--- src/rtl/ft601_fifo_responder.sv ---
// Device-side peer of an FT601 245-synchronous FIFO master: an RX FIFO feeds FPGA reads,
// and FPGA writes land in a TX FIFO that drains to a ready/valid stream.
module ft601_fifo_responder #(
  parameter int unsigned DepthLog2 = 4
) (
  input  logic        clk_i,
  input  logic        rst_i,
  input  logic [31:0] h2f_data_i,
  input  logic [3:0]  h2f_be_i,
  input  logic        h2f_valid_i,
  output logic        h2f_ready_o,
  output logic [31:0] f2h_data_o,
  output logic [3:0]  f2h_be_o,
  output logic        f2h_valid_o,
  input  logic        f2h_ready_i,
  input  logic [31:0] fifo_data_i,
  output logic [31:0] fifo_data_o,
  output logic        fifo_data_oe_o,
  input  logic [3:0]  fifo_be_i,
  output logic [3:0]  fifo_be_o,
  output logic        rxf_n_o,
  output logic        txe_n_o,
  input  logic        rd_n_i,
  input  logic        wr_n_i,
  input  logic        oe_n_i,
  output logic [7:0]  underrun_cnt_o,
  output logic [7:0]  overrun_cnt_o,
  output logic        contention_o
);

  localparam int unsigned DEPTH = 1 << DepthLog2;
  localparam logic [DepthLog2:0]   CNT_FULL = {1'b1, {DepthLog2{1'b0}}};
  localparam logic [DepthLog2:0]   CNT_ONE  = {{DepthLog2{1'b0}}, 1'b1};
  localparam logic [DepthLog2-1:0] PTR_ONE  = CNT_ONE[DepthLog2-1:0];

  // Each entry is {be, data}.
  logic [35:0] rx_mem [DEPTH];
  logic [35:0] tx_mem [DEPTH];

  logic [DepthLog2-1:0] rx_wr_ptr, rx_rd_ptr, tx_wr_ptr, tx_rd_ptr;
  logic [DepthLog2:0]   rx_cnt, rx_cnt_nxt, tx_cnt, tx_cnt_nxt;
  logic [35:0]          rx_head, tx_head;

  logic rx_push, rx_pop, rd_illegal;
  logic tx_push, tx_pop, wr_illegal, bus_clash;

  // Handshake qualifiers use only the registered status flags.
  assign rx_push    = h2f_valid_i & h2f_ready_o;
  assign rx_pop     = ~rd_n_i & ~oe_n_i & ~rxf_n_o;
  assign rd_illegal = ~rd_n_i & ~oe_n_i & rxf_n_o;
  assign bus_clash  = ~wr_n_i & ~oe_n_i;
  assign tx_push    = ~wr_n_i & oe_n_i & ~txe_n_o;
  assign wr_illegal = ~wr_n_i & txe_n_o;
  assign tx_pop     = f2h_valid_o & f2h_ready_i;

  always_comb begin
    rx_cnt_nxt = rx_cnt;
    if (rx_push && !rx_pop)      rx_cnt_nxt = rx_cnt + CNT_ONE;
    else if (!rx_push && rx_pop) rx_cnt_nxt = rx_cnt - CNT_ONE;
  end

  always_comb begin
    tx_cnt_nxt = tx_cnt;
    if (tx_push && !tx_pop)      tx_cnt_nxt = tx_cnt + CNT_ONE;
    else if (!tx_push && tx_pop) tx_cnt_nxt = tx_cnt - CNT_ONE;
  end

  always_ff @(posedge clk_i) begin
    if (rx_push) rx_mem[rx_wr_ptr] <= {h2f_be_i, h2f_data_i};
    if (tx_push) tx_mem[tx_wr_ptr] <= {fifo_be_i, fifo_data_i};
  end

  always_ff @(posedge clk_i or posedge rst_i) begin
    if (rst_i) begin
      rx_wr_ptr      <= '0;
      rx_rd_ptr      <= '0;
      tx_wr_ptr      <= '0;
      tx_rd_ptr      <= '0;
      rx_cnt         <= '0;
      tx_cnt         <= '0;
      rxf_n_o        <= 1'b1;
      txe_n_o        <= 1'b1;
      h2f_ready_o    <= 1'b0;
      f2h_valid_o    <= 1'b0;
      fifo_data_oe_o <= 1'b0;
      underrun_cnt_o <= '0;
      overrun_cnt_o  <= '0;
      contention_o   <= 1'b0;
    end else begin
      if (rx_push) rx_wr_ptr <= rx_wr_ptr + PTR_ONE;
      if (rx_pop)  rx_rd_ptr <= rx_rd_ptr + PTR_ONE;
      if (tx_push) tx_wr_ptr <= tx_wr_ptr + PTR_ONE;
      if (tx_pop)  tx_rd_ptr <= tx_rd_ptr + PTR_ONE;
      rx_cnt         <= rx_cnt_nxt;
      tx_cnt         <= tx_cnt_nxt;
      rxf_n_o        <= (rx_cnt_nxt == '0);
      h2f_ready_o    <= (rx_cnt_nxt != CNT_FULL);
      txe_n_o        <= (tx_cnt_nxt == CNT_FULL);
      f2h_valid_o    <= (tx_cnt_nxt != '0);
      fifo_data_oe_o <= ~oe_n_i;
      if (rd_illegal && (underrun_cnt_o != 8'hFF)) underrun_cnt_o <= underrun_cnt_o + 8'd1;
      if (wr_illegal && (overrun_cnt_o != 8'hFF))  overrun_cnt_o  <= overrun_cnt_o + 8'd1;
      if (bus_clash) contention_o <= 1'b1;
    end
  end

  // Show-ahead heads, forced to zero while empty so stale storage never leaks out.
  assign rx_head     = rx_mem[rx_rd_ptr];
  assign tx_head     = tx_mem[tx_rd_ptr];
  assign fifo_data_o = rxf_n_o ? 32'd0 : rx_head[31:0];
  assign fifo_be_o   = rxf_n_o ? 4'd0 : rx_head[35:32];
  assign f2h_data_o  = f2h_valid_o ? tx_head[31:0] : 32'd0;
  assign f2h_be_o    = f2h_valid_o ? tx_head[35:32] : 4'd0;

endmodule

--- config.mk ---
export PLATFORM = sky130hd
export DESIGN_NAME = ft601_fifo_responder
export DESIGN_NICKNAME = d
export VERILOG_FILES = /design/src/rtl/ft601_fifo_responder.sv
export SDC_FILE = /design/constraint.sdc
export NUM_CORES = 1
export LEC_CHECK = 0
export ABC_AREA = 1
export CORE_ASPECT_RATIO = 0.9
export CORE_MARGIN = 2
export CORE_UTILIZATION = 35
export CTS_CLUSTER_SIZE = 14
export DETAILED_ROUTE_END_ITERATION = 10
export DONT_BUFFER_PORTS = 1
export SLEW_MARGIN = 20
export SYNTH_ARGS = -nofsm -noshare
export SYNTH_HDL_FRONTEND = slang
export SYNTH_SLANG_ARGS = --single-unit
--- constraint.sdc ---
create_clock -name clk_i -period 11.65 [get_ports clk_i]
set_clock_uncertainty 0.1 [all_clocks]
set_input_delay 1.7475 -clock clk_i [delete_from_list [all_inputs] [get_ports clk_i]]
set_output_delay 1.7475 -clock clk_i [all_outputs]
set_load 0.01 [all_outputs]
# Word-level counts from Yosys, hierarchy flattened
# Memory sizes are Yosys's and may differ from the RTL's.
# Index checks and enable logic that the tools add are counted.
[word_totals] ram_bits=1152 elab_cells=68 mem_count=2 input_bits=79 register_bits=48
[classes] n_reduce_logical=12 bitwise=14 muxes=12 n_eq_ne=4 addsub=10
[mem_list] name="rx_mem" words=16 word_bits=36 read_ports=1 rd_ports_with_merged_regs=0 wr=1 line="37" text="logic [35:0] rx_mem [DEPTH];"
[mem_list] name="tx_mem" words=16 word_bits=36 read_ports=1 rd_ports_with_merged_regs=0 wr=1 line="38" text="logic [35:0] tx_mem [DEPTH];"
[op_table] operator="32-bit two-way mux" count=2
[op_table] operator="5-bit two-way mux" count=4
[op_table] operator="4-bit by 1-bit adder with 4-bit output, second input constant" count=4
[op_table] operator="8-bit by 1-bit adder with 8-bit output, second input constant" count=2
[op_table] operator="8-bit != test, second input constant" count=2
[op_table] operator="5-bit by 1-bit adder with 5-bit output, second input constant" count=2
[op_table] operator="5-bit by 1-bit subtractor with 5-bit output, second input constant" count=2
[op_table] operator="1-bit bitwise AND" count=9
[op_table] operator="4-bit two-way mux" count=2
[op_table] operator="1-bit logical AND" count=6
[op_table] operator="5-bit equality test, second input constant" count=1
[op_table] operator="5-bit logical NOT" count=1
[op_table] operator="5-bit != test, second input constant" count=1
[op_table] operator="1-bit inverter" count=5
[op_table] operator="5-bit nonzero test" count=1
[op_table] operator="1-bit logical NOT" count=4
[op_table] operator="1-bit two-way mux" count=4

# Longest topological paths before layout
[depth] ltp_word=8 mapped_depth=10

# Least setup slack after synthesis
# OpenSTA, ideal clock, no wires.
[synth_path] path_kind="input-to-reg" startpoint="in wr_n_i" endpoint="mem tx_mem[11][0], enable pin" n_path_buf=0 path_slack_ps=6536 setup_time_ps=474 path_stages=3 arrival_time_ps=4540 path_cell_list="inv_1 > nand3_1 > nor3_1"
[synth_via] elab_chain_len=5
[synth_rtl] element="from (decl)" line="24" text="input logic wr_n_i,"
[synth_rtl] element="1-bit inverter" line="52" text="assign tx_push = ~wr_n_i & oe_n_i & ~txe_n_o;"
[synth_rtl] element="1-bit bitwise AND (2 in a row)" line="52"
[synth_rtl] element="1-bit two-way mux" line="70" text="if (tx_push) tx_mem[tx_wr_ptr] <= {fifo_be_i, fifo_data_i};"
[synth_rtl] element="1-bit two-way mux (implied by the code)" line="70"
[synth_rtl] element="to (decl)" line="38"
# No other way between the ends.

# Final worst setup path
[layout_path] startpoint="reg rx_rd_ptr[0]" endpoint="out fifo_data_o[29]"
[layout_via] elab_chain_len=2
[layout_rtl] element="from (decl)" line="40" text="logic [DepthLog2-1:0] rx_wr_ptr, rx_rd_ptr, tx_wr_ptr, tx_rd_ptr;"
[layout_rtl] element="from (signal assigned)" line="91" text="if (rx_pop) rx_rd_ptr <= rx_rd_ptr + PTR_ONE;"
[layout_rtl] element="memory read 16 x 36 bit"
[layout_rtl] element="32-bit two-way mux" line="110" text="assign fifo_data_o = rxf_n_o ? 32'd0 : rx_head[31:0];"
[layout_rtl] element="to (decl)" line="17" text="output logic [31:0] fifo_data_o,"
# No other way between the ends.

==> reports/metrics.cfg <==
[run_status]
outcome = finished, final reports clean

[worst_setup_path]
crit_chain = inv_6, buf_4, o21ai_0, nand3_1, nand3_1, a21oi_1
critPathArrivalTime_ps = 4440
slowest_delay_ps = 970
cp-start-kind = register
crit_fanout = 150
crit_type = register to primary output
end_kind = primary output
cpMostUsedCell = nand3_1
cp_slowest_cell = buf_4
cp_data_required_time_ps = 9800

[cells_and_area]
drive_above_1_share_pct = 7.13
fin_util_pct = 39.5
fin_area_sq_mm = 0.0541
syn_to_final_growth_pct = 12.1
nNetsFinal = 3967
stdcell_count = 5805

[sta]
worst_pin_slew_ps = 1230
timing.final.ws_setup_ps = 5360
timing.slew.headroom_pct = 17.9
layout_min_cycle_time_ps = 6290
rsz0062_at_grt = false
hold_violations = 0
slew_viol_final = 0
setup_tns_ps = 0
min_period_over_period_pct = 54.0
fmaxAchievable_mhz = 159
setup_viol = 0

[floorplanning]
coreArea_sq_mm = 0.137
start_util_pct = 35.2
die_area_sq_mm = 0.141
fp.dieH_um = 356
ios = 173
die_x_um = 396
rows = 129

[clock_network]
clock_latency_ps = 740
hold_buffers = 0
cts-root-buf = clkbuf_16
cts_made_buffers = 130
cts_buffer_depth = 3
cts.repair.resized = 0
post_cts_buffers = 0
clock_sinks = 1200
cts.clk_slew.worst_paths_ps = 60
cts_tree = done
cts-htree-levels = 4

[power_and_ir_drop]
powerDensity_mw_per_mm2 = 248
p_leak_uw = 0.0177
peakVddDrop_mv = 0.165

[route]
via_per_inst = 5.25
drt-initial-drc-count = 3154
routed_wl_mm = 127
wl_per_cell_um = 21.8
num_vias = 30500
ant_nets = 0
route.detailed.drc = 0
first_pass_iters = 6

[synth]
syn_nets = 4016
yosysWarnings = 0
synth.avg_cell_area_sq_um = 12.3
synth_cells = 3921
ys_seq_area_share_pct = 74.1
synth-seq-cells = 1200
synth_area_sq_mm = 0.0483
ys_types = 30

[global_routing]
use_met3_pct = 3.71
grt_overflow = 0
grt_pass1_wl_mm = 187
grt_pass1_vias = 29400
grt_use_met2_pct = 27.3
antenna_found_initial = 1
grt.met1_usage_pct = 24.7
grt_max_degree = 206
busiest_layer = met2
grt_usage_pct = 17.6

[worst_hold_path]
hold_class = register to register

[place]
place_congestion = 0.739
dpl.cell_count = 5574
post-place-ws_ps = 6270
port_buffers = 0
dpl.hpwl_mm = 58.9
place_area_sq_mm = 0.0502

[job]
maxCapViolations = 0

-- layer usage --
| metal | vias to the layer above | wire (um) |
|---|---|---|
| li1 | 13900 | - |
| met1 | 15200 | 56500 |
| met2 | 1155 | 57000 |
| met3 | 203 | 9990 |
| met4 | 0 | 3240 |
| met5 | - | 0 |
-- kinds of logic after synthesis --
group                    share of synthesized area [%]
AND/OR/NAND/NOR                                   12.0
flip-flops                                        74.1
AO/OA/AOI/OAI                                     9.71
buffers and inverters                             3.33
XOR/XNOR                                         0.435
adder cells (fa/ha/maj)                          0.414
-- stage by stage --
step           hold slack [ps]  power, uW
4_1_cts                    436      13500
3_5_place_dp               431       9680
3_3_place_gp               413       9630
5_1_grt                    475      14200
2_1_floorplan              386       8350
6_report                   433      13400
-- cell usage after synthesis --
| library cell | n | area share, % |
|---|---|---|
| nand2_1 | 179 | 1.4 |
| nor3_1 | 7 | 0.073 |
| nor4_1 | 1 | 0.013 |
| nor2_1 | 995 | 7.7 |
| nand3b_1 | 1 | 0.016 |
| buf_2 | 49 | 0.51 |
| xnor2_1 | 7 | 0.13 |
| buf_4 | 22 | 0.34 |
| ha_1 | 16 | 0.41 |
| inv_2 | 6 | 0.047 |
| o211ai_1 | 136 | 2.1 |
| nor2_2 | 1 | 0.013 |
| a21oi_1 | 146 | 1.5 |
| xor2_1 | 17 | 0.31 |
| o21bai_1 | 1 | 0.016 |
| dfrtp_1 | 46 | 2.4 |
| dfstp_2 | 2 | 0.11 |
| inv_1 | 114 | 0.89 |
| nand3_1 | 253 | 2.6 |
| o31a_1 | 1 | 0.018 |
| buf_6 | 11 | 0.26 |
| o21ai_1 | 69 | 0.71 |
| buf_8 | 1 | 0.031 |
| clkinv_1 | 4 | 0.031 |
| o21ai_0 | 515 | 5.3 |
| edfxtp_1 | 1152 | 72 |
| nand2_2 | 1 | 0.013 |
| nand4_1 | 10 | 0.13 |
| buf_1 | 50 | 0.39 |
| clkbuf_1 | 108 | 0.84 |
-- critical path: cells and delay by family (launching register included) --
kind,cells,cell delay (ps)
buffers and inverters,2,1650
AOI/OAI and AO/OA,2,760
DFF,1,700
and+or+nand+nor,2,220
-- sequential cells by signal (all words and copies together), names as in the netlist, 4 cells and up --
signal          flops
rx_mem            576
tx_mem            576
overrun_cnt_o       8
underrun_cnt_o      8
rx_cnt              5
tx_cnt              5
rx_rd_ptr           4
rx_wr_ptr           4
tx_rd_ptr           4
tx_wr_ptr           4
-- cells in the final DEF, fill, tap and decap left out, types with 28 or more instances in the layout --
master     Yosys  routed
edfxtp_1    1152    1152
inv_1        114     112
o21ai_1       69      69
dfrtp_1       46      38
o211ai_1     136     136
nand3_1      253     253
a21oi_1      146     146
clkbuf_16      0     132
nor2_1       995     967
nor2_4         0      28
nand2_1      179     179
o21ai_0      515     515
buf_4         22      58
clkbuf_1     108      36
-- path summary, 6_finish.rpt --
check                              from                end  slack [ps]  cells past startpoint
max                        rx_rd_ptr[0]    fifo_data_o[29]        5360                      6
max in group asynchronous         rst_i       tx_rd_ptr[1]        9980                      2
min reg2reg                   tx_cnt[4]            txe_n_o         430                      3
min                           tx_cnt[4]            txe_n_o         430                      3
min in group asynchronous         rst_i  underrun_cnt_o[0]         970                      2
max reg2reg                 h2f_ready_o      rx_mem[0][25]        9030                      5
-- power breakdown --
group | switching [uW] | internal (uW) | leakage, uW
Combinational | 3140 | 1110 | 0.00483
Sequential | 225 | 5110 | 0.0110
Clock | 1720 | 2140 | 0.00192
-- layout make-up --
class                           count  area, sq um
Sequential cell                  1200        35800
Inverter                          124          480
Clock inverter                     62          505
Clock buffer                      168         3440
Tap cell                         1834         2290
Fill cell                       12800        83100
Antenna cell                        1         2.50
Multi-Input combinational cell   2356        11100
Timing Repair Buffer               60          467
(Power assumes the default switching activity.)
